==> config.mk <==
export PLATFORM = sky130hd
export DESIGN_NAME = uart_tx
export DESIGN_NICKNAME = d
export VERILOG_FILES = /design/src/rtl/uart_pkg.sv /design/src/rtl/uart_baud_tick.sv /design/src/rtl/uart_tx.sv
export SDC_FILE = /design/constraint.sdc
export NUM_CORES = 1
export LEC_CHECK = 0
export CAP_MARGIN = 5
export CORE_UTILIZATION = 59
export DETAILED_ROUTE_END_ITERATION = 7
export GPL_TIMING_DRIVEN = 0
export MAX_ROUTING_LAYER = met4
export PLACE_DENSITY_LB_ADDON = 0.25
export SLEW_MARGIN = 20
export SYNTH_ARGS = -nofsm -noshare
export SYNTH_HDL_FRONTEND = slang
export SYNTH_HIERARCHICAL = 1
export SYNTH_SLANG_ARGS = --single-unit
==> constraint.sdc <==
create_clock -name CLK_I -period 2.7 [get_ports CLK_I]
set_input_delay 0.54 -clock CLK_I [delete_from_list [all_inputs] [get_ports CLK_I]]
set_output_delay 0.54 -clock CLK_I [all_outputs]
set_load 0.02 [all_outputs]
==> src/rtl/uart_pkg.sv <==
// Shared UART definitions: transmitter state encoding, data width, line level
// and the baud divisor helper used by both uart_tx and the future uart_rx.
package uart_pkg;

  typedef enum logic [2:0] {
    IDLE,
    START,
    DATA,
    PARITY,
    STOP
  } tx_state_t;

  localparam int   UART_DATA_W = 8;
  localparam logic LINE_IDLE   = 1'b1;

  function automatic int clks_per_bit(input int clk_rate, input int baud_rate);
    return clk_rate / baud_rate;
  endfunction

endpackage

==> src/rtl/uart_baud_tick.sv <==
// Bit-period timer: emits a one-cycle tick every CLKS_PER_BIT cycles and
// realigns to zero whenever restart is asserted.
module uart_baud_tick #(
  parameter int CLKS_PER_BIT = 10
) (
  input  logic clk,
  input  logic rst_n,
  input  logic restart,
  output logic tick
);

  localparam int CNT_W = $clog2(CLKS_PER_BIT);
  localparam logic [CNT_W-1:0] LAST = CNT_W'(CLKS_PER_BIT - 1);

  logic [CNT_W-1:0] count_reg;

  always_ff @(posedge clk or negedge rst_n) begin
    if (!rst_n) begin
      count_reg <= '0;
    end else if (restart || (count_reg == LAST)) begin
      count_reg <= '0;
    end else begin
      count_reg <= count_reg + CNT_W'(1);
    end
  end

  assign tick = (count_reg == LAST);

endmodule

==> src/rtl/uart_tx.sv <==
// Byte-wide UART transmitter, 8N1 or 8N2, LSB first, all outputs registered.
// Define UART_PARITY_EN to insert an even parity bit after data bit 7.
module uart_tx
  import uart_pkg::*;
#(
  parameter int CLK_RATE  = 100_000_000,
  parameter int BAUD_RATE = 3_000_000,
  parameter int STOP_BITS = 1
) (
  input  logic                   CLK_I,
  input  logic                   RST_NI,
  input  logic [UART_DATA_W-1:0] DATA_I,
  input  logic                   WRITE_I,
  output logic                   TX_READY_O,
  output logic                   TX_O
);

  localparam int CLKS_PER_BIT = clks_per_bit(CLK_RATE, BAUD_RATE);

  generate
    if (CLKS_PER_BIT < 2) begin : g_bad_rate
      $error("uart_tx: CLK_RATE/BAUD_RATE must be at least 2");
    end
    if ((STOP_BITS != 1) && (STOP_BITS != 2)) begin : g_bad_stop
      $error("uart_tx: STOP_BITS must be 1 or 2");
    end
  endgenerate

  tx_state_t              state_reg;
  logic [UART_DATA_W-1:0] shift_reg;
  logic [2:0]             bit_idx_reg;
  logic                   stop_cnt_reg;
  logic                   tx_reg;
  logic                   ready_reg;
  logic                   accept;
  logic                   bit_tick;
`ifdef UART_PARITY_EN
  logic                   parity_reg;
`endif

  // Only sampled while ready, so a WRITE_I held past acceptance is ignored.
  assign accept = ready_reg && WRITE_I;

  uart_baud_tick #(
    .CLKS_PER_BIT(CLKS_PER_BIT)
  ) u_baud (
    .clk    (CLK_I),
    .rst_n  (RST_NI),
    .restart(accept),
    .tick   (bit_tick)
  );

  always_ff @(posedge CLK_I or negedge RST_NI) begin
    if (!RST_NI) begin
      state_reg    <= IDLE;
      shift_reg    <= '0;
      bit_idx_reg  <= '0;
      stop_cnt_reg <= 1'b0;
      tx_reg       <= LINE_IDLE;
      ready_reg    <= 1'b0;
`ifdef UART_PARITY_EN
      parity_reg   <= 1'b0;
`endif
    end else begin
      case (state_reg)
        IDLE: begin
          if (accept) begin
            shift_reg    <= DATA_I;
            bit_idx_reg  <= '0;
            stop_cnt_reg <= 1'b0;
            tx_reg       <= 1'b0;
            ready_reg    <= 1'b0;
            state_reg    <= START;
`ifdef UART_PARITY_EN
            parity_reg   <= ^DATA_I;
`endif
          end else begin
            tx_reg    <= LINE_IDLE;
            ready_reg <= 1'b1;
          end
        end
        START: begin
          if (bit_tick) begin
            tx_reg    <= shift_reg[0];
            state_reg <= DATA;
          end
        end
        DATA: begin
          if (bit_tick) begin
            if (bit_idx_reg == 3'd7) begin
`ifdef UART_PARITY_EN
              tx_reg    <= parity_reg;
              state_reg <= PARITY;
`else
              tx_reg    <= LINE_IDLE;
              state_reg <= STOP;
`endif
            end else begin
              // Next bit comes from position 1 because the shift lands this edge.
              shift_reg   <= shift_reg >> 1;
              tx_reg      <= shift_reg[1];
              bit_idx_reg <= bit_idx_reg + 3'd1;
            end
          end
        end
        PARITY: begin
          if (bit_tick) begin
            tx_reg    <= LINE_IDLE;
            state_reg <= STOP;
          end
        end
        STOP: begin
          if (bit_tick) begin
            if (stop_cnt_reg == 1'(STOP_BITS - 1)) begin
              ready_reg <= 1'b1;
              state_reg <= IDLE;
            end else begin
              stop_cnt_reg <= 1'b1;
            end
          end
        end
        default: begin
          tx_reg    <= LINE_IDLE;
          state_reg <= IDLE;
        end
      endcase
    end
  end

  assign TX_O       = tx_reg;
  assign TX_READY_O = ready_reg;

endmodule

# Word level (Yosys, flattened, before mapping)
# Cells that the tools add are included.
dict set report classes {
  addsub 2
  n_eq_ne 14
  mux 30
  bitwise 1
  reduce_logical 10
}
# cell n
set ops {}
lappend ops {{3-bit 2-to-1 mux} 10}
lappend ops {{8-bit 2-to-1 mux} 3}
lappend ops {{8-bit one-hot mux with 2 select lines} 1}
lappend ops {{3-bit one-hot mux with 5 select lines} 1}
lappend ops {{2-bit inequality test (second input constant)} 7}
lappend ops {{1-bit 2-to-1 mux} 10}
lappend ops {{4-bit AND reduction} 2}
lappend ops {{7-bit AND reduction} 1}
lappend ops {{6-bit by 1-bit adder with 6-bit output (second input constant)} 1}
lappend ops {{3-bit by 2-bit equality test with 1-bit output (second input constant)} 2}
lappend ops {{3-bit equality test (second input constant)} 2}
lappend ops {{6-bit equality test (second input constant)} 1}
lappend ops {{6-bit 2-to-1 mux} 1}
lappend ops {{3-bit one-hot mux with 2 select lines} 1}
lappend ops {{3-bit AND reduction} 2}
lappend ops {{1-bit one-hot mux with 5 select lines} 1}
lappend ops {{1-bit one-hot mux with 2 select lines} 2}
lappend ops {{2-bit nonzero test} 2}
lappend ops {{3-bit by 1-bit adder with 3-bit output (second input constant)} 1}
lappend ops {{3-bit by 1-bit equality test with 1-bit output (second input constant)} 1}
lappend ops {{3-bit zero test} 1}
lappend ops {{2-bit by 1-bit inequality test with 1-bit output (second input constant)} 1}
lappend ops {{1-bit logical AND} 1}
lappend ops {{1-bit logical OR} 1}
lappend ops {{1-bit NOT} 1}
dict set report word_totals {
  regBits 23
  inputBits 11
  elab_cells 64
}

# Depth between registers and ports, before layout
# Gate-level depths: netlist of the first run.
dict set report depth {
  ltp_word 4
  ltp_mapped 7
}

# Hierarchy
# Netlist of the first run, hierarchy kept.
# module instances cells_per_inst area_each_um2 seq_area_each_um2
set by_module_without_submodules {}
lappend by_module_without_submodules {uart_tx 1 79 908.4 401.6}
lappend by_module_without_submodules {uart_baud_tick 1 28 290.3 150.1}

# Worst setup path after synthesis of the first run
# Ideal clock, no wire load.
dict set report synth_timing {
  path_kind {reg-to-reg}
  start {register u_baud.count_reg[3]}
  end {register tx_reg (netlist: TX_O)}
  setup_ns 0.083
  arrival_time_ns 1.425
  required_ns 2.617
  path_slack_ns 1.191
  stages_incl_launch_ff 6
  path_buffers 1
  period_less_slack_ns 1.509
  cell_sequence {dfrtp_1 nor3_1 and3_1 buf_2 a21oi_1 o32a_1}
}
dict set report synth_between {
  elab_chain_len 3
  word_cells_on_any_way 5
}
# element line_no
set synth_rtl {}
lappend synth_rtl {{start: declaration} uart_baud_tick.sv:15} ;# logic [CNT_W-1:0] count_reg;
lappend synth_rtl {{start signal: assignment} uart_baud_tick.sv:23} ;# count_reg <= count_reg + CNT_W'(1);
lappend synth_rtl {{6-bit equality test (*)} uart_baud_tick.sv:27} ;# assign tick = (count_reg == LAST);
lappend synth_rtl {{named net bit_tick} uart_tx.sv:36} ;# logic bit_tick;
lappend synth_rtl {{2-bit inequality test (no source line)} n/a}
lappend synth_rtl {{4-bit AND reduction (no source line) (*)} n/a}
lappend synth_rtl {{end signal: assignment} uart_tx.sv:84} ;# tx_reg <= shift_reg[0];
lappend synth_rtl {{end signal: assignment} uart_tx.sv:101} ;# tx_reg <= shift_reg[1];
lappend synth_rtl {{end: declaration} uart_tx.sv:33} ;# logic tx_reg;
# Mark *: on every way through the listed nets, which the timed path passes. The rest lies on a longest branch.
# A chain may end at the register's enable or synchronous reset.

# Worst setup path in the final report of the first run
dict set report layout_timing {
  start {register tx_reg (netlist: TX_O)}
  end {output TX_O}
}
# element line_no
set layout_lines {}
lappend layout_lines {{end: declaration} uart_tx.sv:15} ;# output logic TX_O
# No word-level cell between the ends.

==> flow_metrics.env, run 1 <==
export IMPL_fin_skew_ns=0.00426
export IMPL_cp_required_ns=2.16
export IMPL_worst_slew_pin_slew_ns=0.484
export IMPL_start_util_pct=65.8
export IMPL_ys_warn_count=6
export IMPL_cts_buffer_depth=2
export IMPL_p_per_area_nw_per_um2=401
export IMPL_worst_slack_ns=0.700
export IMPL_synth_top_cell_by_area="dfrtp_1"
export IMPL_place_ws_ns=0.854
export IMPL_worst_hold_path_type="input port to asynchronous set/reset pin"
export IMPL_async_flop_share_pct=100
export IMPL_grt_pass1_vias=826
export IMPL_syn_avg_cell_area_um2=11.2
export IMPL_dieArea_um2=2220
export IMPL_cts_root_buffer="clkbuf_4"
export IMPL_drt_pass1_iterations=4
export IMPL_layout_drive_gt1_share_pct=17.9
export IMPL_grt_remaining_overflow=0
export IMPL_die_height_um=47.1
export IMPL_cpPeakStageDelay_ns=0.60
export IMPL_crit_chain="clkdlybuf4s50_1"
export IMPL_grt_max_degree=23
export IMPL_synth_cells=107
export IMPL_slew_violations=0
export IMPL_critical_path_buf_inv_count=1
export IMPL_cts_buffers=3
export IMPL_largest_reg_flops=8
export IMPL_antennaDiodeCount=0
export IMPL_nets=139
export IMPL_leakagePower_nw=0.580
export IMPL_finalSetupViolCount=0
export IMPL_antenna_found_initial=0
export IMPL_cts_max_level=1
export IMPL_numClockSinks=22
export IMPL_row_count=15
export IMPL_crit_slowest_cell="clkdlybuf4s50_1"
export IMPL_place_area_um2=1350
export IMPL_drc_errors=0
export IMPL_synth_edf_count=0
export IMPL_cts_hold_buf=0
export IMPL_worst_endpoint_arrival_ns=1.46
export IMPL_grt_usage_pct=24.0
export IMPL_r2r_cells=5
export IMPL_grt_pass1_wl_um=3550
export IMPL_ioPinCount=13
export IMPL_avgViaCountPerCell=5.87
export IMPL_status="finished clean"
export IMPL_cp_num_cells=1
export IMPL_drv_cap=0
export IMPL_port_buffers=12
export IMPL_postRouteWirelength_um=2210
export IMPL_relSlewSlack_pct=67.7
export IMPL_antenna_left=0
export IMPL_path_delay_family="buffers and inverters"
export IMPL_die_w_um=47.1
export IMPL_synth_top_cell_area_share_pct=43.8
export IMPL_crit_fanout=2
export IMPL_syn_cell_area_um2=1200
export IMPL_syn_to_final_growth_pct=15.2
export IMPL_worst_setup_path_type="register to output pin"
export IMPL_fmax_mhz=500
export IMPL_cts_clk_slew_worst_paths_ns=0.12
export IMPL_cts_setup_buffers=0
export IMPL_drtIter0Drc=15
export IMPL_gp_congestion=0.743
export IMPL_fillers=130
export IMPL_seq_area_frac_synth_pct=46.0
export IMPL_vias=869
export IMPL_setup_tns_ns=0
export IMPL_synth_area_top_cells="dfrtp_1 (44%), mux2i_1 (6.7%), nand2b_1 (4.7%)"
export IMPL_post_route_min_period_ns=2.00
export IMPL_start_kind="register"
export IMPL_yosysUniqueCellTypes=40
export IMPL_irDropWorstVdd_uv=394
export IMPL_ys_ff_latch=22
export IMPL_clock_latency_ns=0.30
export IMPL_cts_tree="done"
export IMPL_fin_crit_sh_pct=74.1
export IMPL_synth_most_common_cell="dfrtp_1"
export IMPL_coreArea_um2=1820
export IMPL_hpwl_um=1610
export IMPL_rsz0062_at_grt="false"
export IMPL_endpoint_kind="output pin"
export IMPL_yosys_top_cells_count="dfrtp_1 (21), nand2b_1 (9), mux2i_1 (8)"
export IMPL_fin_area_um2=1380
export IMPL_wl_per_cell_um=14.9
export IMPL_fin_total_pwr_uw=554
export IMPL_cts_resized=0
export IMPL_syn_num_nets=122
export IMPL_ys_flop_type="dfrtp_1"
export IMPL_hold_viol=0
-- routing by layer --
layer	vias up	track usage [%]	routed length [um]
met5	-	-	0
met2	15	36.4	1070
li1	419	-	-
met1	433	31.6	1030
met3	2	6.54	96
met4	0	6.86	12
-- per-stage QoR --
step	cells	util, %	hold slack, ns
floorplan	107	-	0.244
global placement	144	74.2	0.474
detailed placement	144	74.2	0.477
CTS	148	76.2	0.506
global route	148	75.9	0.200
finish	148	75.9	0.173
-- power by group --
group / internal, mW / total [mW] / switching (mW)
clock: 0.0823 / 0.179 / 0.0964
combinational: 0.0199 / 0.0379 / 0.0181
sequential: 0.333 / 0.337 / 0.00415
-- cell type report --
| cell class | count | area, um^2 | share of cell area [%] |
|---|---|---|---|
| multi-input combinational | 76 | 588 | 42.6 |
| sequential | 22 | 552 | 39.9 |
| timing repair buffer | 12 | 115 | 8.33 |
| buffer | 5 | 43.8 | 3.17 |
| clock buffer | 4 | 36.3 | 2.63 |
| tap | 25 | 31.3 | 2.26 |
| inverter | 4 | 15.0 | 1.09 |
-- final timing paths --
path,to,slack (ns),startpoint
worst max-delay path,TX_O,0.70,TX_O$_DFFE_PN1P_
min in group CLK_I,shift_reg[7]$_DFFE_PN0P_,0.50,shift_reg[7]$_DFFE_PN0P_
worst max register to register,TX_O$_DFFE_PN1P_,0.93,u_baud/count_reg[3]$_DFF_PN0_
worst min register to register,shift_reg[7]$_DFFE_PN0P_,0.50,shift_reg[7]$_DFFE_PN0P_
worst min-delay path,shift_reg[0]$_DFFE_PN0P_,0.17,RST_NI
max in group asynchronous,TX_O$_DFFE_PN1P_,2.18,RST_NI
-- layout by cell type, fill, tap and decap left out, types with 3 or more instances in the layout --
cell / count
dfrtp_1: 21
clkdlybuf4s50_1: 11
nand2b_1: 9
mux2i_1: 8
nor2_1: 7
a2bb2oi_1: 6
a21oi_1: 4
inv_1: 4
nand2_1: 4
ha_1: 4
buf_6: 3
buf_2: 3
o21ai_0: 3
clkbuf_4: 3
-- logic make-up after synthesis --
| kind of cell | after synthesis | synth area share (%) |
|---|---|---|
| AOI/OAI and AO/OA | 26 | 17.9 |
| muxes | 9 | 7.62 |
| adders and majority gates | 4 | 4.18 |
| and+or+nand+nor | 34 | 17.2 |
| buffers and inverters | 9 | 4.91 |
| DFF | 22 | 46.0 |
| xor gates and xnor gates | 3 | 2.19 |
No activity file was read; power rests on OpenSTA's default activity.
==> run 2, diff against run 1 <==
--- a/config.mk
+++ b/config.mk
@@ -6,7 +6,7 @@
 export NUM_CORES = 1
 export LEC_CHECK = 0
 export CAP_MARGIN = 5
-export CORE_UTILIZATION = 59
+export CORE_UTILIZATION = 49
 export DETAILED_ROUTE_END_ITERATION = 7
 export GPL_TIMING_DRIVEN = 0
 export MAX_ROUTING_LAYER = met4
==> constraint.sdc (replaced) <==
create_clock -name CLK_I -period 1.8 [get_ports CLK_I]
set_input_delay 0.36 -clock CLK_I [delete_from_list [all_inputs] [get_ports CLK_I]]
set_output_delay 0.36 -clock CLK_I [all_outputs]
set_load 0.02 [all_outputs]
==> flow_metrics.env, run 2 (same netlist as run 1, synthesis figures left out) <==
export IMPL_postRouteWirelength_um=2110
export IMPL_dieArea_um2=2650
export IMPL_critical_path_buf_inv_count=1
export IMPL_drt_met1_wl_um=999
export IMPL_cp_required_ns=1.44
export IMPL_antenna_found_initial=0
export IMPL_fmax_mhz=594
export IMPL_numClockSinks=22
export IMPL_rsz0062_at_grt="false"
export IMPL_hpwl_um=1550
export IMPL_worst_setup_path_type="register to output pin"
export IMPL_worst_slack_ns=0.116
export IMPL_drtIter0Drc=16
export IMPL_finalHoldWorstSlack_ns=-0.00867
export IMPL_p_per_area_nw_per_um2=669
export IMPL_crit_fanout=4
export IMPL_fin_total_pwr_uw=937
export IMPL_antennaDiodeCount=0
export IMPL_fin_crit_sh_pct=93.5
export IMPL_fin_skew_ns=0.00301
export IMPL_start_kind="register"
export IMPL_wl_met2_um=1010
export IMPL_drc_errors=0
export IMPL_grt_remaining_overflow=0
export IMPL_post_route_min_period_ns=1.68
export IMPL_cts_clk_slew_worst_paths_ns=0.12
export IMPL_cts_tree="done"
export IMPL_syn_to_final_growth_pct=16.9
export IMPL_leakagePower_nw=0.592
export IMPL_worst_hold_path_type="input port to asynchronous set/reset pin"
export IMPL_top_layer="met4"
export IMPL_row_count=17
export IMPL_final_cell_mix="dfrtp_1 (21), clkdlybuf4s50_1 (10), nand2b_1 (9), mux2i_1 (8), nor2_1 (7)"
export IMPL_wl_met3_um=53
export IMPL_nets=139
export IMPL_port_buffers=12
export IMPL_cpPeakStageDelay_ns=0.61
export IMPL_grt_pass1_wl_um=3650
export IMPL_utilization_pct=62.2
export IMPL_ioPinCount=13
export IMPL_start_util_pct=53.2
export IMPL_wl_per_cell_um=13.9
export IMPL_failed_checks="hold timing"
export IMPL_relSlewSlack_pct=67.5
export IMPL_layout_commonest_cell="dfrtp_1"
export IMPL_clock_latency_ns=0.31
export IMPL_avgViaCountPerCell=5.52
export IMPL_coreArea_um2=2250
export IMPL_die_w_um=51.5
export IMPL_place_ws_ns=0.0665
export IMPL_largest_reg_flops=8
export IMPL_worst_endpoint_arrival_ns=1.32
export IMPL_irDropWorstVdd_uv=393
export IMPL_antenna_left=0
export IMPL_drv_cap=0
export IMPL_path_delay_family="buffers and inverters"
export IMPL_crit_slowest_cell="clkdlybuf4s50_1"
export IMPL_cts_root_buffer="clkbuf_4"
export IMPL_worst_slew_pin_slew_ns=0.487
export IMPL_die_height_um=51.5
export IMPL_layout_drive_gt1_share_pct=18.7
export IMPL_cts_buffer_depth=2
export IMPL_finalSetupViolCount=0
export IMPL_cts_buffers=3
export IMPL_grt_max_degree=23
export IMPL_cts_max_level=1
export IMPL_drt_pass1_iterations=4
export IMPL_endpoint_kind="output pin"
export IMPL_cts_setup_buffers=0
export IMPL_gp_congestion=0.742
export IMPL_status="complete, but fails checks"
export IMPL_grt_pass1_vias=829
export IMPL_setup_tns_ns=0
export IMPL_hold_viol=21
export IMPL_grt_usage_pct=19.8
export IMPL_slew_violations=0
export IMPL_crit_chain="clkdlybuf4s50_1"
export IMPL_vias=834
## run 2: cell types whose count changed in the layout (fill, tap and decap cells not counted), sizes merged
cell	previous run	this run
clkbuf	4	3
clkdlybuf4s50	11	10
dlygate4sd2	0	1
bufinv	0	1
## run 2: cell type report
type / instances / area [um^2]
fillers: 203 / 853
well taps: 28 / 35.0
clock inverters: 1 / 30.0
clock buffers: 3 / 22.5
multi-input cells: 76 / 589
inverters: 4 / 15.0
plain buffers: 5 / 43.8
flip-flops and latches: 22 / 552
repair buffers: 12 / 114
## run 2: where the power goes
group	internal [mW]	leakage, nW	total (mW)	switching, mW
registers	0.500	0.286	0.506	0.00609
clock network	0.225	0.0279	0.375	0.150
logic	0.0296	0.278	0.0561	0.0265
## run 2: through the flow
stage / instances / cell area, um^2
global route: 151 / 1400
detailed placement: 147 / 1350
floorplan: 107 / 1200
CTS: 151 / 1410
global placement: 147 / 1350
finish: 151 / 1400
## run 2: layer usage
layer	global-route usage [%]	vias up
li1	-	416
met1	24.5	404
met2	30.5	10
met3	3.57	4
met4	10.8	0
met5	-	-
## run 2: final timing paths
path	slack [ns]	start	cells after the start	endpoint
max	0.12	TX_READY_O$_DFFE_PN0P_	1	TX_READY_O
min in group CLK_I	0.51	u_baud/count_reg[0]$_DFF_PN0_	1	u_baud/count_reg[0]$_DFF_PN0_
max in group asynchronous	1.45	RST_NI	1	TX_O$_DFFE_PN1P_
max reg2reg	0.12	u_baud/count_reg[2]$_DFF_PN0_	5	TX_O$_DFFE_PN1P_
min	-0.009	RST_NI	1	shift_reg[3]$_DFFE_PN0P_
min reg2reg	0.51	u_baud/count_reg[0]$_DFF_PN0_	1	u_baud/count_reg[0]$_DFF_PN0_
## run 2: repair_timing
item,in CTS,in global routing
resized for setup,1,1
endpoints found under the setup margin,1,2
cloned,0,0
hold buffers,0,0
==> run 3, diff against run 2 <==
--- a/config.mk
+++ b/config.mk
@@ -7,11 +7,12 @@
 export LEC_CHECK = 0
 export CAP_MARGIN = 5
 export CORE_UTILIZATION = 49
+export CTS_CLUSTER_SIZE = 14
 export DETAILED_ROUTE_END_ITERATION = 7
 export GPL_TIMING_DRIVEN = 0
 export MAX_ROUTING_LAYER = met4
 export PLACE_DENSITY_LB_ADDON = 0.25
-export SLEW_MARGIN = 20
+export SLEW_MARGIN = 10
 export SYNTH_ARGS = -nofsm -noshare
 export SYNTH_HDL_FRONTEND = slang
 export SYNTH_HIERARCHICAL = 1
==> flow_metrics.env, run 3 (same netlist as run 1, synthesis figures left out) <==
export IMPL_status="finished clean"
export IMPL_finalSetupViolCount=0
export IMPL_r2r_cells=5
export IMPL_cts_setup_buffers=0
export IMPL_worst_slew_pin_slew_ns=0.970
export IMPL_hpwl_um=1550
export IMPL_p_per_area_nw_per_um2=667
export IMPL_cts_max_level=1
export IMPL_nets=139
export IMPL_cpPeakStageDelay_ns=0.61
export IMPL_grt_pass1_vias=829
export IMPL_port_buffers=12
export IMPL_clock_latency_ns=0.31
export IMPL_worst_endpoint_arrival_ns=1.32
export IMPL_drc_errors=0
export IMPL_syn_to_final_growth_pct=17.3
export IMPL_place_area_um2=1350
export IMPL_fin_crit_sh_pct=93.5
export IMPL_reg2reg_slack_ns=0.12
export IMPL_start_kind="register"
export IMPL_drtIter0Drc=16
export IMPL_place_ws_ns=0.0665
export IMPL_min_to="u_baud/count_reg[0]$_DFF_PN0_"
export IMPL_dieArea_um2=2650
export IMPL_endpoint_kind="output pin"
export IMPL_cts_root_buffer="clkbuf_4"
export IMPL_path_delay_family="buffers and inverters"
export IMPL_gp_congestion=0.742
export IMPL_utilization_pct=62.4
export IMPL_post_route_min_period_ns=1.68
export IMPL_fillers=202
export IMPL_antennaDiodeCount=0
export IMPL_critical_path_buf_inv_count=1
export IMPL_leakagePower_nw=0.592
export IMPL_largest_reg_flops=8
export IMPL_relSlewSlack_pct=35.1
export IMPL_cts_clk_slew_worst_paths_ns=0.12
export IMPL_coreArea_um2=2250
export IMPL_ioPinCount=13
export IMPL_start_util_pct=53.2
export IMPL_setup_tns_ns=0
export IMPL_drv_cap=0
export IMPL_grt_max_degree=23
export IMPL_fmax_mhz=594
export IMPL_crit_slowest_cell="clkdlybuf4s50_1"
export IMPL_cts_tree="done"
export IMPL_cts_buffer_depth=2
export IMPL_drt_pass1_iterations=4
export IMPL_layout_commonest_cell="dfrtp_1"
export IMPL_irDropWorstVdd_uv=393
export IMPL_antenna_found_initial=0
export IMPL_crit_fanout=4
export IMPL_grt_pass1_wl_um=3650
export IMPL_cts_hold_buf=0
export IMPL_cp_required_ns=1.44
export IMPL_slew_violations=0
export IMPL_postRouteWirelength_um=2110
export IMPL_worst_hold_path_type="register to register"
export IMPL_rsz0062_at_grt="false"
export IMPL_holdCritStartpoint="u_baud/count_reg[0]$_DFF_PN0_"
export IMPL_seqCellArea_um2=552
export IMPL_worst_setup_path_type="register to output pin"
export IMPL_die_height_um=51.5
export IMPL_antenna_left=0
export IMPL_fin_area_um2=1410
export IMPL_grt_usage_pct=19.8
export IMPL_crit_chain="clkdlybuf4s50_1"
export IMPL_numClockSinks=22
export IMPL_worst_hold_path_num_cells=1
export IMPL_hold_viol=0
export IMPL_cts_buffers=3
export IMPL_die_w_um=51.5
export IMPL_final_cell_mix="dfrtp_1 (21), clkdlybuf4s50_1 (11), nand2b_1 (9), mux2i_1 (8), nor2_1 (7)"
export IMPL_r2r_end="TX_O$_DFFE_PN1P_"
export IMPL_row_count=17
export IMPL_multi_input_area_um2=589
export IMPL_rr_startpoint="u_baud/count_reg[2]$_DFF_PN0_"
export IMPL_layout_drive_gt1_share_pct=17.9
export IMPL_grt_remaining_overflow=0
export IMPL_wl_per_cell_um=14.0
export IMPL_worst_slack_ns=0.116
export IMPL_avgViaCountPerCell=5.52
export IMPL_fin_skew_ns=0.00301
export IMPL_vias=834
[run 3: what timing repair did]
action | 4_1_cts | 5_1_grt
gates resized for setup | 1 | 1
pin swaps | 0 | 0
endpoints found under the setup margin | 1 | 2
endpoints found under the hold margin | 0 | 0
[run 3: power by group]
part / total [mW] / switching [mW] / internal (mW)
combinational: 0.0573 / 0.0266 / 0.0307
clock: 0.375 / 0.150 / 0.225
sequential: 0.506 / 0.00609 / 0.500
[run 3: worst max path at each step]
stage | startpoint | end | slack (ns) | cells after the start
global route | u_baud/count_reg[2]$_DFF_PN0_ | TX_O$_DFFE_PN1P_ | 0.03 | 5
global placement | u_baud/count_reg[2]$_DFF_PN0_ | TX_O$_DFFE_PN1P_ | 0.09 | 5
floorplan | u_baud/count_reg[3]$_DFF_PN0_ | TX_O$_DFFE_PN1P_ | 0.29 | 5
finish | TX_READY_O$_DFFE_PN0P_ | TX_READY_O | 0.12 | 1
detailed placement | u_baud/count_reg[2]$_DFF_PN0_ | TX_O$_DFFE_PN1P_ | 0.07 | 5
CTS | u_baud/count_reg[2]$_DFF_PN0_ | TX_O$_DFFE_PN1P_ | 0.05 | 5
[run 3: cell type report]
| cell class | count | area share (%) |
|---|---|---|
| Timing Repair Buffer | 12 | 8.45 |
| Sequential cell | 22 | 39.2 |
| Multi-Input combinational cell | 76 | 41.9 |
| Tap cell | 28 | 2.49 |
| Clock buffer | 3 | 1.60 |
| Buffer | 5 | 3.11 |
| Clock inverter | 1 | 2.14 |
| Inverter | 4 | 1.07 |
[run 3: metal layers]
metal	vias to the layer above	track usage, %	share of wire (%)
li1	416	-	-
met1	404	24.5	48
met2	10	30.5	48
met3	4	3.57	2.5
met4	0	10.8	1.9
met5	-	-	0
[run 3: per-stage QoR]
step	hold slack [ns]	total power, mW	std cells
2_1_floorplan	0.0644	0.537	107
3_3_place_gp	0.469	0.572	147
3_5_place_dp	0.484	0.574	147
4_1_cts	0.512	0.951	151
5_1_grt	0.526	0.974	151
6_report	0.514	0.938	151
